File: src/rtl/morse_text_buffer.sv
// Line buffer for decoded Morse letters: synchronizes send/backspace buttons, appends
// committed letter codes, and exposes a registered column-addressed read port.
module morse_text_buffer #(
  parameter int unsigned DEPTH = 32,
  parameter int unsigned AW    = 5,
  parameter int unsigned CW    = 5
) (
  input  logic          clk,
  input  logic          reset,
  input  logic          send,
  input  logic          bksp,
  input  logic          clear,
  input  logic [CW-1:0] letter_num,
  input  logic [AW-1:0] rd_addr,
  output logic [CW-1:0] rd_data,
  output logic [AW:0]   count,
  output logic          full,
  output logic          overflow,
  output logic          commit
);

  localparam logic [AW:0]   DEPTH_CNT  = (AW+1)'(DEPTH);
  localparam logic [CW-1:0] LAST_VALID = CW'(27);

  // Edge-detect state per button
  localparam logic IDLE  = 1'b0;
  localparam logic ARMED = 1'b1;

  logic send_meta_q, send_sync_q, send_state_q, send_rdy_q;
  logic bksp_meta_q, bksp_sync_q, bksp_state_q, bksp_rdy_q;
  logic [1:0] prime_q;

  logic [CW-1:0] mem_q [DEPTH];
  logic [CW-1:0] rd_data_q;
  logic [AW:0]   count_q;
  logic          overflow_q;
  logic          commit_q;

  logic          send_req, bksp_req;
  logic          letter_valid;
  logic          do_bksp, do_send, set_ovf;
  logic [AW:0]   count_m1;
  logic [AW-1:0] wr_idx, bk_idx;

  // Synchronizers and edge-detect flops
  always_ff @(posedge clk or posedge reset) begin
    if (reset) begin
      send_meta_q  <= 1'b0;
      send_sync_q  <= 1'b0;
      send_state_q <= IDLE;
      bksp_meta_q  <= 1'b0;
      bksp_sync_q  <= 1'b0;
      bksp_state_q <= IDLE;
    end else begin
      send_meta_q  <= send;
      send_sync_q  <= send_meta_q;
      send_state_q <= send_sync_q ? ARMED : IDLE;
      bksp_meta_q  <= bksp;
      bksp_sync_q  <= bksp_meta_q;
      bksp_state_q <= bksp_sync_q ? ARMED : IDLE;
    end
  end

  // A button held through reset release must be seen low before it can request again.
  // prime_q reaches 2 once the sync stage holds a real sample taken after reset.
  always_ff @(posedge clk or posedge reset) begin
    if (reset) begin
      prime_q    <= 2'd0;
      send_rdy_q <= 1'b0;
      bksp_rdy_q <= 1'b0;
    end else begin
      if (prime_q != 2'd2) begin
        prime_q <= prime_q + 2'd1;
      end
      if ((prime_q == 2'd2) && !send_sync_q) begin
        send_rdy_q <= 1'b1;
      end
      if ((prime_q == 2'd2) && !bksp_sync_q) begin
        bksp_rdy_q <= 1'b1;
      end
    end
  end

  always_comb begin
    send_req     = send_rdy_q && send_sync_q && (send_state_q == IDLE);
    bksp_req     = bksp_rdy_q && bksp_sync_q && (bksp_state_q == IDLE);
    letter_valid = (letter_num != '0) && (letter_num <= LAST_VALID);
    full         = (count_q == DEPTH_CNT);

    // clear > backspace > send; a losing request is simply dropped
    do_bksp  = !clear && bksp_req && (count_q != '0);
    do_send  = !clear && !bksp_req && send_req && letter_valid && !full;
    set_ovf  = !clear && !bksp_req && send_req && letter_valid && full;

    count_m1 = count_q - 1'b1;
    wr_idx   = count_q[AW-1:0];
    bk_idx   = count_m1[AW-1:0];
  end

  always_ff @(posedge clk or posedge reset) begin
    if (reset) begin
      for (int i = 0; i < DEPTH; i++) begin
        mem_q[i] <= '0;
      end
    end else if (clear) begin
      for (int i = 0; i < DEPTH; i++) begin
        mem_q[i] <= '0;
      end
    end else if (do_bksp) begin
      mem_q[bk_idx] <= '0;
    end else if (do_send) begin
      mem_q[wr_idx] <= letter_num;
    end
  end

  // Non-blocking read gives read-before-write for a same-cycle update
  always_ff @(posedge clk or posedge reset) begin
    if (reset) begin
      rd_data_q <= '0;
    end else begin
      rd_data_q <= mem_q[rd_addr];
    end
  end

  always_ff @(posedge clk or posedge reset) begin
    if (reset) begin
      count_q    <= '0;
      overflow_q <= 1'b0;
      commit_q   <= 1'b0;
    end else begin
      commit_q <= do_send;
      if (clear) begin
        count_q    <= '0;
        overflow_q <= 1'b0;
      end else if (do_bksp) begin
        count_q <= count_m1;
      end else if (do_send) begin
        count_q <= count_q + 1'b1;
      end else if (set_ovf) begin
        overflow_q <= 1'b1;
      end
    end
  end

  assign rd_data  = rd_data_q;
  assign count    = count_q;
  assign overflow = overflow_q;
  assign commit   = commit_q;

endmodule

File: config.mk
export PLATFORM = sky130hd
export DESIGN_NAME = morse_text_buffer
export DESIGN_NICKNAME = d
export VERILOG_FILES = /design/src/rtl/morse_text_buffer.sv
export SDC_FILE = /design/constraint.sdc
export NUM_CORES = 1
export LEC_CHECK = 0
export BUFFER_PORTS_ARGS = -buffer_cell sky130_fd_sc_hd__buf_2
export CORE_MARGIN = 2
export CORE_UTILIZATION = 60
export DETAILED_ROUTE_END_ITERATION = 6
export PLACE_DENSITY = 0.77
export SKIP_CTS_REPAIR_TIMING = 1
export SLEW_MARGIN = 20
export SYNTH_ARGS = -nofsm -noshare
export SYNTH_HDL_FRONTEND = slang
export SYNTH_SLANG_ARGS = --single-unit
export TNS_END_PERCENT = 10
File: constraint.sdc
create_clock -name clk -period 11.34 [get_ports clk]
set_clock_uncertainty 0.1 [all_clocks]
set_input_delay 1.134 -clock clk [delete_from_list [all_inputs] [get_ports clk]]
set_output_delay 1.134 -clock clk [all_outputs]
set_load 0.02 [all_outputs]
# ---- Word level (Yosys, flattened, before mapping)
# Cells that the tools add are included.
# Widths: inputs -> output; s select.
dict set report op_classes {
  n_lt_le_gt_ge 6
  bitwise 7
  eq_ne 5
  addsub 3
  muxes 20
  reduce_logical 26
}
# operator count
set op_table {}
lappend op_table {{$mux 160} 3}
lappend op_table {{$and 160x160->160} 1}
lappend op_table {{$bwmux 160} 1}
lappend op_table {{$not 160->160} 1}
lappend op_table {{$demux 5 s5} 2}
lappend op_table {{$bmux 5 s5} 1}
lappend op_table {{$mux 5} 4}
lappend op_table {{$ge 6x6->1 const B} 3}
lappend op_table {{$mux 6} 3}
lappend op_table {{$not 5->6} 3}
lappend op_table {{$logic_and 1x1->1} 16}
lappend op_table {{$lt 6x1->1 const B} 2}
lappend op_table {{$add 6x1->6 const B} 1}
lappend op_table {{$eq 6x6->1 const B} 1}
lappend op_table {{$mux 1} 6}
lappend op_table {{$ne 2x2->1 const B} 3}
lappend op_table {{$reduce_bool 6->1} 1}
lappend op_table {{$sub 6x1->6 const B} 1}
lappend op_table {{$le 5x5->1 const B} 1}
lappend op_table {{$logic_not 1->1} 5}
lappend op_table {{$reduce_bool 5->1} 1}
lappend op_table {{$reduce_and 3->1} 1}
lappend op_table {{$reduce_bool 3->1} 1}
lappend op_table {{$add 2x1->2 const B} 1}
lappend op_table {{other kinds (3)} 4}
dict set report totals {
  reg_bits 183
  input_bits 15
}

# ---- Longest topological paths before layout
dict set report depth {
  depth_word 11
  depth_mapped 12
  depth_no_buf 8
}

# ---- Worst setup path after synthesis
# No wires, ideal clock.
dict set report synth_timing {
  path_kind {input to register}
  from {input port rd_addr[0]}
  to {register rd_data_q[0] (netlist: rd_data[0])}
  n_path_buf 2
  arrival_ns 3.069
  path_slack_ns 8.047
  setup_time_ns 0.125
  required_ns 11.115
  cell_stages 5
  path_cell_list {clkbuf_1 > buf_1 > mux4_2 > mux4_2 > mux2_2}
}
dict set report synth_via {
  elab_chain_cells 4
}
# element line
set synth_lines {}
lappend synth_lines {{start: declaration} 14} ;# input logic [AW-1:0] rd_addr,
lappend synth_lines {{$not 5->6 (implied by the code)} 121} ;# rd_data_q <= mem_q[rd_addr];
lappend synth_lines {{$bmux 5 s5} 121}
lappend synth_lines {{$mux 5 (implied by the code) (2 in a row)} 121}
lappend synth_lines {{end signal: assignment} 121}
lappend synth_lines {{end: declaration} 34} ;# logic [CW-1:0] rd_data_q;
# No other way between the ends. The select of a mux whose other input is x is not followed.
# A chain may end at the register's enable or synchronous reset.

# ---- Worst setup path in the final report
dict set report layout_timing {
  from {register count_q[0] (netlist: count[0])}
  to {output port full}
}
dict set report layout_via {
  elab_chain_cells 1
}
# element line
set layout_lines {}
lappend layout_lines {{start: declaration} 35} ;# logic [AW:0] count_q;
lappend layout_lines {{start signal: assignment} 136} ;# count_q <= count_m1;
lappend layout_lines {{start signal: assignment} 138} ;# count_q <= count_q + 1'b1;
lappend layout_lines {{$eq 6x6->1} 88} ;# full = (count_q == DEPTH_CNT);
lappend layout_lines {{end: declaration} 17} ;# output logic full,
# No other way between the ends.

==> reports/summary.txt <==
Antenna violations before repair: 0
CTS tree: done
Maximum clock insertion buffer count: 2
Crit path DAT: 3.06 ns
Worst-Margin Slew: 1.14 ns
Overall power: 1.62 mW
Post-synth top cells: 183 x dfrtp_1, 133 x a22o_1, 50 x mux4_2
Setup TNS: 0 ns
Max IR drop VDD: 0.000143 V
Vias in the first global route: 6,965
Fin crit share: 0.379
Die H: 129 µm
Core area: 15,200 µm²
Routed Wire Length: 25,500 µm
CP startpoint kind: register
Hold Fails Final Rpt: 0
RSZ-0062 raised after global routing: no
Post-Place Setup Slack: 7.41 ns
Final Net Count: 756
Worst skew pair latency: 0.45 ns
Grt ovf: 0
TritonCTS Buffers: 17
Static Leak: 4.35 nW
Adder-Cell Fraction of Synth Area: 0.00939
DRC: 0
Simple-gate share of the synthesized area: 0.111
Cells after synthesis: 748
Inst Count DP: 903
Xor/xnor share of the synthesized area: 0.00188
Pwr Density: 160 nW/µm²
Worst reg-to-reg setup slack: 7.51 ns
First-pass GRT wire length: 40,800 µm
Syn. warnings: 0
Unique masters post-synth: 64
Post-route ant nets: 0
Top_reg_cell synth: dfrtp_1
I/O pins: 29
MaxCap Viol Count: 0
Total iterations of the first detailed-routing run: 6
FFs w/ async S/R, synth: 1.00
Post-synth EDFFs: 0
Via Count: 7,006
Final setup vio count: 0
Crit path kind: reg -> out
Worst path required time: 10.11 ns
Register area share after synthesis: 0.491
Die Span X: 129 µm
Routed WL per cell: 27.3 µm
Syn_nets: 770
PortBufs: 28
Worst-path maximum fanout: 18
Starting density of the core: 0.613
Slew HR: 0.241
Die Area: 16,600 µm²
Yosys reg bits: 183
Drt via density: 7.49
GRT Util Overall: 0.328
Setup crit end kind: primary output
Placed wire-length estimate: 17,200 µm
Synth top area share: 0.491
Final worst-path setup slack: 7.04 ns
Main area contributors after synthesis: dfrtp_1 49%, a22o_1 12%, mux4_2 12%, nor4_4 2.1%, clkbuf_1 1.8%
Final Cell Area: 10,100 µm²
Synth Area in Compound Gates: 0.217
Largest family of logic cells by synthesized area: compound AO/OA/AOI/OAI gates
Layout Cells excl Fill: 935
Multiplexer share of the synthesized area: 0.129
Tmin final: 4.30 ns
Hold Crit Class: reg -> reg
ANT cells: 0
Largest net degree at the start of global routing: 103
Num Clock Sinks: 183
Site Rows: 45
H-tree depth: 4
Fin. max-slew vios: 0
Top-count cell post-synth: dfrtp_1
Clock Pin Slew Worst Setup and Hold Paths: 0.07 ns
Placed inst area: 9480 µm²
Area added between synthesis and finish: 8.48%
Leading area contributor after synthesis: dfrtp_1
Share of cells above drive strength 1: 0.206
Synthesized area: 9330 µm²
CTS Root Cell: clkbuf_16
Syn Area/Cell: 12.5 µm²
Gpl congestion: 0.955
Hold slack final: 0.251 ns
DRT iter0 DRCs: 1,101
Status: complete, no violations
Fmax: 233 MHz
Post-Route Utilization: 0.665
## path summary, 6_finish.rpt
| kind | end | start | depth (start not counted) |
|---|---|---|---|
| setup / recovery | full | count[0] | 6 |
| hold / removal | bksp_sync_q | bksp_meta_q | 0 |
| setup reg to reg | mem_q[61] | count[0] | 7 |
| hold reg to reg | bksp_sync_q | bksp_meta_q | 0 |
| max in group asynchronous | mem_q[0] | reset | 3 |
| min in group asynchronous | mem_q[31] | reset | 2 |
## kinds of logic (layout without fill, tap and decap cells)
group,count (synthesis),after routing
buffers and inverters,88,87
and+or+nand+nor,155,155
DFF,183,183
muxes,57,57
adders and majority gates,7,7
AOI/OAI and AO/OA,256,256
xor gates and xnor gates,2,2
## registers in the layout, summed over array words and instances, names as in the netlist, 2 cells and up
register / flops
prime_q: 2
mem_q: 160
rd_data: 5
count: 6
## routing by layer
layer / wire (µm) / GRT usage / up-vias
met4: 830 / 0.129 / 0
met5: 0 / 0 / -
met1: 10300 / 0.469 / 3586
li1: - / - / 2912
met3: 2330 / 0.0802 / 70
met2: 12100 / 0.493 / 438
## final cells by class
class                   count  area [µm²]
fillers                  1117        5090
flip-flops and latches    183        4580
multi-input cells         477        4400
clock buffers              18         439
well taps                 188         235
repair buffers             35         196
clock inverters            14         190
inverters                  20        80.1
## worst max-delay path, cell delays in order (launching register included)
cell     delay (ns)
dfrtp_1        0.57
inv_1          0.20
ha_1           0.57
nor4b_1        0.29
nand2_1        0.19
inv_1          0.51
buf_2          0.28
## cell usage in the layout, fill, tap and decap left out, types with 4 or more instances in the layout
master / instances
a22o_1: 133
or3_1: 4
o22ai_1: 14
nor3_1: 10
mux4_2: 50
buf_2: 28
clkinv_4: 5
nor4_1: 7
nor4_2: 8
and3_1: 6
nand2_1: 30
a21o_1: 5
buf_4: 6
inv_1: 19
o2bb2ai_1: 12
inv_6: 4
nor2_1: 21
o31ai_1: 5
nand2b_1: 9
clkbuf_16: 17
a32o_1: 12
o21ai_0: 28
dfrtp_1: 183
ha_1: 7
o21ai_1: 6
nor4_4: 9
a21oi_1: 15
mux2_2: 6
nand3_1: 14
nor2b_1: 10
## power by group
group / total (mW) / leakage (nW) / internal [mW] / switching, mW
clock: 0.631 / 0.306 / 0.359 / 0.272
combinational: 0.306 / 1.52 / 0.0811 / 0.224
sequential: 0.680 / 2.52 / 0.661 / 0.0188
Note: power is estimated with default switching activity, not from simulation.
